<file path="config.mk">
export PLATFORM = sky130hd
export DESIGN_NAME = alu_issue_ctrl
export DESIGN_NICKNAME = d
export VERILOG_FILES = /design/src/rtl/alu_issue_ctrl.sv
export SDC_FILE = /design/constraint.sdc
export NUM_CORES = 1
export LEC_CHECK = 0
export BUFFER_PORTS_ARGS = -buffer_cell sky130_fd_sc_hd__buf_2
export CORE_MARGIN = 5
export CORE_UTILIZATION = 25
export DETAILED_ROUTE_END_ITERATION = 16
export GPL_TIMING_DRIVEN = 1
export HOLD_SLACK_MARGIN = 0.12
export SYNTH_ARGS = -nofsm -noshare
export SYNTH_HDL_FRONTEND = slang
export SYNTH_SLANG_ARGS = --single-unit
</file>
<file path="constraint.sdc">
create_clock -name clk -period 2.1 [get_ports clk]
set_input_delay 0.315 -clock clk [delete_from_list [all_inputs] [get_ports clk]]
set_output_delay 0.315 -clock clk [all_outputs]
set_load 0.01 [all_outputs]
</file>
<file path="src/rtl/alu_issue_ctrl.sv">
// alu_issue_ctrl: issues one operation at a time to an external combinational
// 16-bit ALU. Operands come from an internal 8x16 register file and are held on
// the ALU inputs for SETTLE_CYCLES cycles. The controller then writes the
// result back to the register file, or to the HI/LO or status registers,
// depending on the opcode.
module alu_issue_ctrl #(
  parameter int unsigned SETTLE_CYCLES = 1
) (
  input  logic        clk,
  input  logic        rst,
  input  logic        instr_valid,
  output logic        instr_ready,
  input  logic [2:0]  instr_op,
  input  logic [2:0]  instr_rd,
  input  logic [2:0]  instr_rs,
  input  logic [2:0]  instr_rt,
  input  logic        ld_en,
  input  logic [2:0]  ld_addr,
  input  logic [15:0] ld_data,
  output logic [15:0] alu_a,
  output logic [15:0] alu_b,
  output logic [2:0]  alu_op,
  input  logic [15:0] alu_result,
  input  logic [15:0] alu_hi,
  input  logic [15:0] alu_low,
  input  logic [15:0] alu_status,
  output logic [15:0] hi_q,
  output logic [15:0] lo_q,
  output logic [15:0] status_q,
  input  logic [2:0]  rd_dbg_addr,
  output logic [15:0] rd_dbg_data,
  output logic        done,
  output logic        busy
);

  typedef enum logic [1:0] {IDLE, ISSUE, SETTLE, WB} state_t;

  state_t      state_q, state_d;
  logic [3:0]  cnt_q, cnt_d;
  logic [2:0]  rd_q, rd_d;
  logic [15:0] alu_a_q, alu_a_d;
  logic [15:0] alu_b_q, alu_b_d;
  logic [2:0]  alu_op_q, alu_op_d;
  logic [15:0] hi_d, lo_d, status_d;
  logic        done_q, done_d;
  logic [15:0] regs_q [8];
  logic [15:0] regs_d [8];

  // Only the flag nibble of the ALU status bus is meaningful.
  logic unused_status_bits;
  assign unused_status_bits = ^alu_status[11:0];

  assign alu_a       = alu_a_q;
  assign alu_b       = alu_b_q;
  assign alu_op      = alu_op_q;
  assign done        = done_q;
  assign busy        = (state_q != IDLE);
  assign instr_ready = (state_q == IDLE);
  assign rd_dbg_data = regs_q[rd_dbg_addr];

  // Next-state: sequencing, operand issue, direct loads and writeback.
  always_comb begin
    state_d  = state_q;
    cnt_d    = cnt_q;
    rd_d     = rd_q;
    alu_a_d  = alu_a_q;
    alu_b_d  = alu_b_q;
    alu_op_d = alu_op_q;
    hi_d     = hi_q;
    lo_d     = lo_q;
    status_d = status_q;
    done_d   = 1'b0;
    regs_d   = regs_q;

    // Direct load first, so a same-address writeback below overrides it.
    if (ld_en) regs_d[ld_addr] = ld_data;

    case (state_q)
      IDLE: begin
        if (instr_valid) begin
          alu_a_d  = regs_q[instr_rs];
          alu_b_d  = regs_q[instr_rt];
          alu_op_d = instr_op;
          rd_d     = instr_rd;
          cnt_d    = 4'(SETTLE_CYCLES - 1);
          state_d  = ISSUE;
        end
      end
      ISSUE: begin
        if (cnt_q == 4'd0) begin
          state_d = WB;
          done_d  = 1'b1;
        end else begin
          state_d = SETTLE;
        end
      end
      SETTLE: begin
        cnt_d = cnt_q - 4'd1;
        if (cnt_q == 4'd1) begin
          state_d = WB;
          done_d  = 1'b1;
        end
      end
      WB: begin
        state_d = IDLE;
        case (alu_op_q)
          3'b000:                 regs_d[rd_q] = '0;
          3'b001, 3'b010: begin
            regs_d[rd_q] = alu_result;
            status_d     = {status_q[15:14], alu_status[13:12], 12'h000};
          end
          3'b011, 3'b100, 3'b101: regs_d[rd_q] = alu_result;
          3'b110: begin
            hi_d = alu_hi;
            lo_d = alu_low;
          end
          default:                status_d = {alu_status[15:12], 12'h000};
        endcase
      end
      default: state_d = IDLE;
    endcase
  end

  // State and register update with synchronous reset.
  always_ff @(posedge clk) begin
    if (rst) begin
      state_q  <= IDLE;
      cnt_q    <= '0;
      rd_q     <= '0;
      alu_a_q  <= '0;
      alu_b_q  <= '0;
      alu_op_q <= '0;
      hi_q     <= '0;
      lo_q     <= '0;
      status_q <= '0;
      done_q   <= 1'b0;
      for (int unsigned i = 0; i < 8; i++) regs_q[i] <= '0;
    end else begin
      state_q  <= state_d;
      cnt_q    <= cnt_d;
      rd_q     <= rd_d;
      alu_a_q  <= alu_a_d;
      alu_b_q  <= alu_b_d;
      alu_op_q <= alu_op_d;
      hi_q     <= hi_d;
      lo_q     <= lo_d;
      status_q <= status_d;
      done_q   <= done_d;
      regs_q   <= regs_d;
    end
  end

endmodule
</file>
# Yosys cells after proc, flatten, opt, wreduce, memory -nomap -nowiden

Cells that the tools add are included.

Flip-flop bits (word level): 221
Output and inout bits: 102
Word-level logic and storage cells: 92

Add/subtract/negate cells: 1
Order comparisons: 7
Equal/unequal tests: 12
Multiplexer cells: 28
Bitwise operators: 9
Reductions and logical operators: 16

Operator list:

| cell                 | number |
|---|---|
| $bwmux W128          | 2 |
| $mux W128            | 2 |
| $pmux W128 S2        | 1 |
| $bmux W16 S3         | 3 |
| $and A128 B128 Y128  | 1 |
| $mux W16             | 8 |
| $not A128 Y128       | 1 |
| $demux W16 S3        | 2 |
| $pmux W16 S2         | 1 |
| $ge A4 B4 Y1 const B | 5 |
| $not A3 Y4           | 5 |
| $reduce_and A2 Y1    | 5 |
| $reduce_or A5 Y1     | 2 |
| $eq A3 B3 Y1 const B | 3 |
| $lt A4 B1 Y1 const B | 2 |
| $pmux W2 S4          | 1 |
| $pmux W4 S2          | 1 |
| $eq A3 B2 Y1 const B | 2 |
| $eq A2 B2 Y1 const B | 2 |
| $eq A4 B1 Y1 const B | 1 |
| $logic_not A4 Y1     | 1 |
| $mux W2              | 2 |
| $mux W4              | 1 |
| $ne A2 B2 Y1 const B | 2 |
| other kinds (12)     | 17 |

# Depth between registers and ports, before layout

Depth in word-level cells: 10
Mapped depth: 8
Mapped depth without buffers: 6

# Worst setup path before layout

Ideal clock, no wire load.

Kind: input-to-output
Start point: input rd_dbg_addr[1]
End point: output rd_dbg_data[10]
Arrival time: 1474 ps
Slack: 311 ps
Stages on the path: 4
Buffers on the path: 2
Path through: clkbuf_1 -> buf_1 -> mux4_2 -> mux2_2

Longest elaborated chain between the ends: 4

RTL lines:

| item                                         | line | source |
|---|---|---|
| start: declaration                           | 30   | `input logic [2:0] rd_dbg_addr,` |
| $not A3 Y4 (implied by the code)             | 59   | `assign rd_dbg_data = regs_q[rd_dbg_addr];` |
| $bmux W16 S3                                 | 59   |  |
| $mux W16 (implied by the code) (2 in series) | 59   |  |
| end: declaration                             | 31   | `output logic [15:0] rd_dbg_data,` |

Every way passes these cells. The select of a mux whose other input is x is not followed.

# Worst setup path after layout

Start point: register regs_q[126] (netlist bit)
End point: output rd_dbg_data[14]

Longest elaborated chain between the ends: 3

RTL lines:

| item                                         | line | source |
|---|---|---|
| start: declaration                           | 46   | `logic [15:0] regs_q [8];` |
| start signal: assignment                     | 149  | `regs_q <= regs_d;` |
| $bmux W16 S3                                 | 59   |  |
| $mux W16 (implied by the code) (2 in series) | 59   |  |

Every way passes these cells. The select of a mux whose other input is x is not followed.

==> metrics.md <==
| Metric | Value |
|---|---|
| DRT iter0 DRCs | roughly 800 |
| CTS tree | built |
| Row count | between 80 and 90 |
| Worst setup margin | -0.005543 ns |
| GRT Util Overall | between 10% and 20% |
| Synth Cell Area | around 12000 sq um |
| Post-synth EDFFs | 0 |
| CTS buffer count | 25 |
| DR vias | about 11000 |
| Min-delay worst type | in -> reg |
| Post-DP Area | about 14000 sq um |
| Reg-to-Reg Start | alu_op[2] |
| Final GP Congestion | about 0.84 |
| Synth-to-Final Area Change | 26.71% |
| Final instance area | roughly 16000 sq um |
| Avg Cell Area, Syn | about 9.6 sq um |
| Dpl hpwl | ~29 mm |
| Final wirelength | 44.83 mm |
| Final Max Slew Viols | 0 |
| Post-Synth Simple-Gate Area | around 14% |
| Hold_sp | alu_result[10] |
| CP arrival | 1.79 ns |
| Yosys warns | 0 |
| Die height | ~230 um |
| Worst EP required | 1.78 ns |
| First-pass GRT wire length | 65.98 mm |
| Post-Synth Adder-Cell Area | 0.6044% |
| Die width | ~230 um |
| Skew-Pair Late Insertion Delay | between 0.5 and 0.6 ns |
| Via density | between 5 and 6 |
| Filler Cell Count | 5055 |
| CP Class | reg -> out |
| RSZ-0062 raised after global routing | yes |
| Largest family of logic cells by synthesized area | multiplexers |
| Minimum clock period | ~2.1 ns |
| Starting Density | between 20 and 30% |
| Antenna Nets Post-Route | 0 |
| Slew @ Worst Pin | ~0.62 ns |
| Crit end category | output port |
| Worst Skew | roughly 0.019 ns |
| Global route overflow | 0 |
| Number of synthesized register bits | 209 |
| Failing checks | negative setup slack |
| I/O pins | a little over 200 |
| CP startpoint kind | register |
| Worst setup startpoint | regs_q[126] |
| Synth unique cells | 48 |
| WL/cell | just over 20 um |
| Final period util | 100.3% |
| Initial antenna violation count | 13 |
| Worst rel slew slack | 58.44% |
| Max Cap Viol | 0 |
| Largest net degree at the start of global routing | 52 |
| Core area | roughly 50000 sq um |
| Lkg Pwr | roughly 6.2 nW |
| Die ar. | roughly 54000 sq um |
| Share of the yosys chip area belonging to registers | between 30% and 40% |
| Nets | roughly 1600 |
| Setup violators final | 2 |
| F_max | 0.4749 GHz |
| Ys async rst share | 0% |
| Post-Synth XOR/XNOR Area | less than 1% |
| Final Hold Viols | 0 |
| Vias in the first global route | between 10000 and 15000 |
| Clk pin slew, worst setup/hold paths | around 0.060 ns |
| Compound-cell area share of the yosys netlist | 20.07% |
| Layout cells sized above 1 | between 30% and 40% |
| PortBufs | 179 |
| Peak supply drop | roughly 0.00044 V |
| Status | finished with violations |
| Hold_ws | 0.1434 ns |
| Largest fanout on the critical path | 4 |
| PD cells | roughly 760 nW/um^2 |
| H-tree depth | 1 |
| Power, Total | 0.01197 W |
| Multiplexer share of the synthesized area | between 20% and 30% |
| Top_reg_cell synth | dfxtp_1 |
| Root buffer cell | clkbuf_16 |
| CTS Sinks | 209 |
| DRT Pass-1 Iters | 5 |
| Synthesized instance count | roughly 1300 |
| # DRC | 0 |
| Clk buf depth | 3 |
metal layers:
| layer | global-route usage, % | wire length [um] | up-vias |
|---|---|---|---|
| met3 | 3.099 | 3114 | 93 |
| met4 | 5.114 | 1244 | 8 |
| met1 | 20.31 | 19040 | 5479 |
| met5 | 0 | 42 | - |
| li1 | - | - | 5182 |
| met2 | 25.62 | 21390 | 412 |
synthesized netlist by cell type (all sizes together) (2+ instances only):
library cell,count,area share (%)
a211oi,192,12
a21oi,77,3.3
a22oi,65,3.9
and2,4,0.20
and2b,5,0.30
and4,2,0.14
and4b,4,0.32
and4bb,5,0.50
buf,102,6.3
clkbuf,42,1.3
dfxtp,209,34
ha,6,0.60
inv,5,0.15
mux2,80,7.3
mux2i,133,11
mux4,32,5.8
nand2,96,3.0
nand2b,7,0.35
nand3,2,0.081
nand4,2,0.15
nand4b,3,0.57
nor2,105,3.2
nor2b,65,3.3
nor3,35,1.4
nor3b,2,0.12
o21ai,3,0.12
layout make-up:
cell class	instances	area, sq um	share of cell area, %
Antenna cell	8	20.02	0.1272
Clock buffer	32	721.9	4.587
Clock inverter	12	83.83	0.5327
Inverter	5	18.77	0.1193
Multi-Input combinational cell	947	7371	46.84
Sequential cell	209	4284	27.22
Tap cell	664	830.8	5.279
Timing Repair Buffer	299	2407	15.30
repair_timing:
item	in CTS	in global routing
gates resized for setup	82	29
cloned	0	0
hold buffers	42	0
setup endpoints to repair	16	15
hold endpoints to repair	42	0
buffers inserted	19	13
through the flow:
step | utilization [%] | cells | TNS [ns] | setup slack [ns]
final | 32.08 | 2176 | -0.01011 | -0.005543
after CTS | 31.72 | 2155 | -0.06092 | -0.02643
after global placement | 28.54 | 2050 | 0 | 0.08142
after detailed placement | 28.54 | 2050 | 0 | 0.09737
after floorplan | - | 1305 | 0 | 0.3114
after global routing | 32.07 | 2173 | -0.1850 | -0.04037
worst paths after layout:
| path | to | slack (ns) | cells after the start |
|---|---|---|---|
| worst max-delay path | rd_dbg_data[14] | -0.006 | 3 |
| worst min-delay path | regs_q[10] | 0.14 | 3 |
| worst max register to register | regs_q[37] | 0.14 | 5 |
| worst min register to register | hi_q[1] | 0.45 | 2 |
worst max-delay path: stages (launching register included):
cell     delay, ns
dfxtp_2       0.34
mux4_2        0.46
mux2_4        0.32
buf_6         0.13
where the power goes:
| group | internal, W | switching (W) |
|---|---|---|
| combinational | 0.00127 | 0.00183 |
| sequential | 0.00434 | 0.000287 |
| clock | 0.00244 | 0.00181 |
kinds of logic after synthesis:
logic type / Yosys count
muxes: 245
DFF: 209
and+or+nand+nor: 342
adders and majority gates: 6
AOI/OAI and AO/OA: 341
xor gates and xnor gates: 1
other: 1
buffers and inverters: 149
layout by cell type (no fill, tap or decap), drive strengths merged, types with 42 or more instances in the layout:
cell         Yosys  routed
a21oi           77      77
nor2           105     105
mux2            80      80
a22oi           65      65
mux2i          133     133
buf            102     257
dfxtp          209     209
a211oi         192     192
dlygate4sd3      0      42
nand2           96      96
nor2b           65      65
state kept, by name, summed over array words and instances (netlist names):
name / cells
state_q: 2
rd_q: 3
alu_a: 16
hi_q: 16
alu_b: 16
alu_op: 3
status_q: 4
lo_q: 16
cnt_q: 4
regs_q: 128
done: 1
(Power assumes the default switching activity.)
